<file path="src/rtl/dmem_responder_if.sv">
// Memory-stage request/response bundle between the core (master) and the data-memory responder (slave).
// Signal names mirror the core's ALUOutM / WriteDataM / ReadDataM datapath nets.
interface dmem_responder_if;
    logic        MemReq;
    logic        MemWrite;
    logic [31:0] Addr;
    logic [31:0] WriteData;
    logic [31:0] ReadData;
    logic        Stall;
    logic        Done;
    logic        AlignErr;

    modport master (
        output MemReq, MemWrite, Addr, WriteData,
        input  ReadData, Stall, Done, AlignErr
    );

    modport slave (
        input  MemReq, MemWrite, Addr, WriteData,
        output ReadData, Stall, Done, AlignErr
    );
endinterface

</file>
<file path="src/rtl/dmem_responder.sv">
// Word-addressed data RAM that answers one load/store per request, LATENCY+1 cycles after acceptance.
// No queue: Stall holds the whole pipeline from acceptance until the response cycle.
module dmem_responder #(
    parameter int DEPTH_WORDS = 64,
    parameter int LATENCY     = 2
) (
    input  logic              clk,
    input  logic              reset,
    dmem_responder_if.slave   bus
);
    localparam int IDX_W = $clog2(DEPTH_WORDS);
    localparam int CNT_W = (LATENCY > 1) ? $clog2(LATENCY) : 1;
    localparam int AW    = IDX_W + 2;

    typedef enum logic [1:0] {IDLE, WAIT, RESP} state_t;

    state_t             state_q, state_d;
    logic [CNT_W-1:0]   cnt_q, cnt_d;
    logic [AW-1:0]      addr_q, addr_d;
    logic [31:0]        wdata_q, wdata_d;
    logic               we_q, we_d;
    logic [31:0]        rdata_q, rdata_d;
    logic               done_q, done_d;
    logic               align_q, align_d;
    logic [31:0]        mem_q [DEPTH_WORDS];

    logic               access;
    logic [AW-1:0]      acc_addr;
    logic [31:0]        acc_wdata;
    logic               acc_we;
    logic [IDX_W-1:0]   acc_idx;
    logic               wr_en;

    // Only the word index and byte offset matter; the RAM aliases above that.
    logic unused_addr_hi;
    assign unused_addr_hi = ^bus.Addr[31:AW];

    always_comb begin
        state_d   = state_q;
        cnt_d     = cnt_q;
        addr_d    = addr_q;
        wdata_d   = wdata_q;
        we_d      = we_q;
        access    = 1'b0;
        acc_addr  = addr_q;
        acc_wdata = wdata_q;
        acc_we    = we_q;
        case (state_q)
            IDLE: begin
                if (bus.MemReq) begin
                    addr_d  = bus.Addr[AW-1:0];
                    wdata_d = bus.WriteData;
                    we_d    = bus.MemWrite;
                    if (LATENCY == 0) begin
                        // Zero latency: the access edge is the acceptance edge, so use the live inputs.
                        state_d   = RESP;
                        access    = 1'b1;
                        acc_addr  = bus.Addr[AW-1:0];
                        acc_wdata = bus.WriteData;
                        acc_we    = bus.MemWrite;
                    end else begin
                        state_d = WAIT;
                        cnt_d   = CNT_W'(LATENCY - 1);
                    end
                end
            end
            WAIT: begin
                if (cnt_q == '0) begin
                    state_d = RESP;
                    access  = 1'b1;
                end else begin
                    cnt_d = cnt_q - 1'b1;
                end
            end
            default: state_d = IDLE;
        endcase
    end

    always_comb begin
        acc_idx = acc_addr[AW-1:2];
        rdata_d = rdata_q;
        done_d  = 1'b0;
        align_d = 1'b0;
        wr_en   = 1'b0;
        if (access) begin
            done_d = 1'b1;
            if (acc_addr[1:0] != 2'b00) begin
                align_d = 1'b1;
                rdata_d = '0;
            end else if (acc_we) begin
                wr_en   = 1'b1;
                rdata_d = '0;
            end else begin
                rdata_d = mem_q[acc_idx];
            end
        end
    end

    always_ff @(posedge clk) begin
        if (reset) begin
            state_q <= IDLE;
            cnt_q   <= '0;
            addr_q  <= '0;
            wdata_q <= '0;
            we_q    <= 1'b0;
            rdata_q <= '0;
            done_q  <= 1'b0;
            align_q <= 1'b0;
            for (int i = 0; i < DEPTH_WORDS; i++) mem_q[i] <= '0;
        end else begin
            state_q <= state_d;
            cnt_q   <= cnt_d;
            addr_q  <= addr_d;
            wdata_q <= wdata_d;
            we_q    <= we_d;
            rdata_q <= rdata_d;
            done_q  <= done_d;
            align_q <= align_d;
            if (wr_en) mem_q[acc_idx] <= acc_wdata;
        end
    end

    assign bus.Stall    = (state_q == IDLE && bus.MemReq) || (state_q == WAIT);
    assign bus.ReadData = rdata_q;
    assign bus.Done     = done_q;
    assign bus.AlignErr = align_q;
endmodule

</file>
<file path="src/flat_wrapper.sv">
// flat-port wrapper written by rule: the top's interface ports become plain ports
module dmem_responder_flat 
#(
    parameter int DEPTH_WORDS = 64,
    parameter int LATENCY     = 2
)
  (clk, reset, bus_MemReq, bus_MemWrite, bus_Addr, bus_WriteData, bus_ReadData, bus_Stall, bus_Done, bus_AlignErr);
  dmem_responder_if bus_i ();
  input  logic clk;
  input  logic reset;
  input wire logic [$bits(bus_i.MemReq)-1:0] bus_MemReq;
  input wire logic [$bits(bus_i.MemWrite)-1:0] bus_MemWrite;
  input wire logic [$bits(bus_i.Addr)-1:0] bus_Addr;
  input wire logic [$bits(bus_i.WriteData)-1:0] bus_WriteData;
  output wire logic [$bits(bus_i.ReadData)-1:0] bus_ReadData;
  output wire logic [$bits(bus_i.Stall)-1:0] bus_Stall;
  output wire logic [$bits(bus_i.Done)-1:0] bus_Done;
  output wire logic [$bits(bus_i.AlignErr)-1:0] bus_AlignErr;
  assign bus_i.MemReq = bus_MemReq;
  assign bus_i.MemWrite = bus_MemWrite;
  assign bus_i.Addr = bus_Addr;
  assign bus_i.WriteData = bus_WriteData;
  assign bus_ReadData = bus_i.ReadData;
  assign bus_Stall = bus_i.Stall;
  assign bus_Done = bus_i.Done;
  assign bus_AlignErr = bus_i.AlignErr;
  dmem_responder #(.DEPTH_WORDS(DEPTH_WORDS), .LATENCY(LATENCY)) u_core (.clk(clk), .reset(reset), .bus(bus_i));
endmodule
</file>
<file path="config.mk">
export PLATFORM = sky130hd
export DESIGN_NAME = dmem_responder_flat
export DESIGN_NICKNAME = d
export VERILOG_FILES = /design/src/rtl/dmem_responder_if.sv /design/src/rtl/dmem_responder.sv /design/src/flat_wrapper.sv
export SDC_FILE = /design/constraint.sdc
export NUM_CORES = 2
export LEC_CHECK = 0
export BUFFER_PORTS_ARGS = -buffer_cell sky130_fd_sc_hd__buf_2
export CAP_MARGIN = 20
export CORE_UTILIZATION = 32
export CTS_CLUSTER_SIZE = 16
export DETAILED_ROUTE_END_ITERATION = 8
export HOLD_SLACK_MARGIN = 0.08
export PLACE_DENSITY = 0.46
export SLEW_MARGIN = 20
export SYNTH_ARGS = -nofsm -noshare
export SYNTH_HDL_FRONTEND = slang
export SYNTH_SLANG_ARGS = --single-unit
</file>
<file path="constraint.sdc">
create_clock -name clk -period 5.8 [get_ports clk]
set_input_delay 1.16 -clock clk [delete_from_list [all_inputs] [get_ports clk]]
set_output_delay 1.16 -clock clk [all_outputs]
set_load 0.01 [all_outputs]
</file>
==> impl_metrics.tcl <==
set metrics [dict create \
    synthToLayoutAreaGrowth_pct 12.8 \
    grt_first_pass_wirelength_mm 437 \
    run_status "complete, no violations" \
    cp-start-kind "flop" \
    firstDrtPassIters 5 \
    period_minus_slack_ns 4.18 \
    final_util 0.364 \
    insertion_delay_ns 0.92 \
    cts.sinks 2132 \
    yosys_most_used_dff "edfxtp_1" \
    clkTransAtPathRegs_ns 0.06 \
    end_kind "flop" \
    place_ws_ns 1.21 \
    powerDensity_nw_per_um2 323 \
    setup_viol 0 \
    die_w_um 550 \
    core_um2 298000 \
    finClkSkew_ns 0.0599 \
    synth.area.mux_share 0.142 \
    worst_slack_ns 1.62 \
    num_vias 52141 \
    antenna_found_initial 30 \
    synth-simple-area-share 0.156 \
    synth_edf_count 2048 \
    required_ns 6.63 \
    synth_compound_gate_area_share 0.0168 \
    top_layer_used "met4" \
    synth_warnings 0 \
    yosysUniqueCellTypes 53 \
    globalplace.congestion 0.835 \
    initial_utilization 0.323 \
    wl_met1_mm 138 \
    fin_crit_sh 0.721 \
    cts_buffer_depth 4 \
    cts_setup_buffers 0 \
    p_total_mw 34.9 \
    async_flop_share 0 \
    port_buffers 78 \
    dieHeight_um 550 \
    syn_nets 6248 \
    rows 200 \
    cts-hold-fix-buffers 0 \
    synth_seq_cells 2132 \
    timing.slew.headroom 0.0691 \
    tightest_slew_ns 1.39 \
    drive_gt1_frac 0.215 \
    ys_seq_area_frac 0.658 \
    ant_nets 0 \
    synthesis.area_um2 96000 \
    fin_nets 6158 \
    first_global_vias 52933 \
    drt-total-wl_mm 316 \
    die_area_um2 302000 \
    cp_max_fo 21 \
    hold_viol 0 \
    detail_route.wl_per_cell_um 30.9 \
    syn_avg_cell_area_um2 15.5 \
    power_leakage_nw 37.6 \
    root_buffer "clkbuf_16" \
    drc 0 \
    rsz0062_at_grt "false" \
    final_max_slew_viol_count 0 \
    drt_iter0_drc 5260 \
    ioPinCount 103 \
    syn_inst 6180 \
    max_freq_ghz 0.239 \
    peakVddDrop_uv 236 \
    grt_max_degree 73 \
    dp_hpwl_mm 184 \
    fillers 27753 \
    synthAdderAreaFrac 0 \
    path_class "reg -> reg" \
    synth_xor_area_frac 0 \
    tns_ns 0 \
    maxCapViolCount 0 \
    cts_tree "done" \
    grt-ovfl-total 0 \
    cts_buffers 240 \
    wl_met3_mm 16.0 \
    arrival_ns 5.01 \
    synth_top_family_by_area "simple AND/OR/NAND/NOR gates" \
    hp-class "reg -> reg" \
    h-tree-depth 4 \
    wl_met2_mm 151 \
    cts_resized 0 \
    vias_per_cell 5.09 \
    grt_util_all_layers 0.208 \
]
-- synthesized netlist by cell type, types with 30 or more instances --
cell | instances | area [um^2]
mux2i_1 | 87 | 871
clkbuf_1 | 515 | 1930
or2_2 | 66 | 413
dfxtp_1 | 84 | 1680
buf_2 | 59 | 295
mux4_2 | 553 | 12500
edfxtp_1 | 2048 | 61500
and2_1 | 2066 | 12900
a21oi_1 | 76 | 380
nor2_1 | 94 | 353
a211oi_1 | 49 | 368
buf_4 | 30 | 225
nand2_1 | 200 | 751
-- layout make-up --
| class | count | area (um^2) | area share |
|---|---|---|---|
| Sequential cell | 2132 | 63200 | 0.584 |
| Multi-Input combinational cell | 3417 | 30400 | 0.281 |
| Clock buffer | 331 | 6540 | 0.0604 |
| Tap cell | 3939 | 4930 | 0.0455 |
| Timing Repair Buffer | 294 | 2320 | 0.0214 |
| Clock inverter | 103 | 783 | 0.00724 |
| Antenna cell | 18 | 45.0 | 0.000416 |
| Inverter | 5 | 23.8 | 0.000220 |
-- per-stage QoR --
stage | hold slack [ns] | instance area [um^2] | std cells
after floorplan | 0.442 | 96000 | 6180
after global placement | 0.456 | 101000 | 9782
after detailed placement | 0.448 | 101000 | 9785
after CTS | 0.424 | 108000 | 10219
after global routing | 0.467 | 108000 | 10222
final | 0.453 | 108000 | 10239
-- logic make-up after synthesis --
kind of cell,after synthesis
AND/OR/NAND/NOR,2506
flip-flops,2132
multiplexers,667
buffers and inverters,631
AO/OA/AOI/OAI,244
-- placed cells by master, fill, tap and decap left out, types with 18 or more instances in the layout --
cell / synthesis / final
a31oi_1: 24 / 24
clkinv_1: 0 / 52
a211oi_1: 49 / 49
nor2b_1: 25 / 24
nor2_2: 0 / 59
clkbuf_1: 515 / 74
diode_2: 0 / 18
buf_12: 0 / 21
dfxtp_1: 84 / 46
mux2i_1: 87 / 86
clkbuf_16: 0 / 242
a21oi_1: 76 / 76
buf_4: 30 / 194
mux2_2: 25 / 25
nand2_1: 200 / 200
edfxtp_1: 2048 / 2048
nor2_1: 94 / 35
o22ai_1: 18 / 18
mux4_2: 553 / 553
or2_2: 66 / 57
clkinv_2: 0 / 31
dfxtp_2: 0 / 33
buf_2: 59 / 77
and2_1: 2066 / 2066
-- per-layer routing --
layer	GRT usage	vias up
met1	0.283	27921
met4	0.0703	0
met3	0.0285	390
li1	-	22437
met5	0	-
met2	0.341	1393
-- sequential cells by signal, indices dropped and copies added (netlist names), named ones only --
signal               cells
u_core.acc_we            1
u_core.bus.AlignErr      1
u_core.acc_addr          8
u_core.acc_wdata        32
u_core.mem_q          2048
u_core.state_q           2
u_core.bus.ReadData     32
u_core.cnt_q             1
u_core.bus.Done          1
-- path summary, 6_finish.rpt --
path,to,cells after the start,from,slack [ns]
min,u_core.bus.ReadData[25]$_SDFFE_PP0N_,2,u_core.bus.ReadData[25]$_SDFFE_PP0N_,0.45
max,u_core.bus.ReadData[12]$_SDFFE_PP0N_,8,u_core.state_q[0]$_SDFFE_PP0P_,1.62
min reg2reg,u_core.bus.ReadData[25]$_SDFFE_PP0N_,2,u_core.bus.ReadData[25]$_SDFFE_PP0N_,0.45
max reg2reg,u_core.bus.ReadData[12]$_SDFFE_PP0N_,8,u_core.state_q[0]$_SDFFE_PP0P_,1.62
-- critical path, cell delays in order (launching register included) --
cell and delay, ns:
dfxtp_1 0.40, or3b_1 0.56, buf_4 0.31, nor4b_4 0.27, buf_4 0.37, nand2_1 0.60, a211oi_1 1.29, a311oi_1 0.10
a31oi_1 0.21
-- power breakdown --
| part | leakage [nW] | switching [mW] | internal [mW] |
|---|---|---|---|
| clock network | 3.57 | 6.26 | 8.33 |
| registers | 21.8 | 0.209 | 17.3 |
| logic | 12.2 | 1.92 | 0.873 |
No activity file was read; power rests on OpenSTA's default activity.
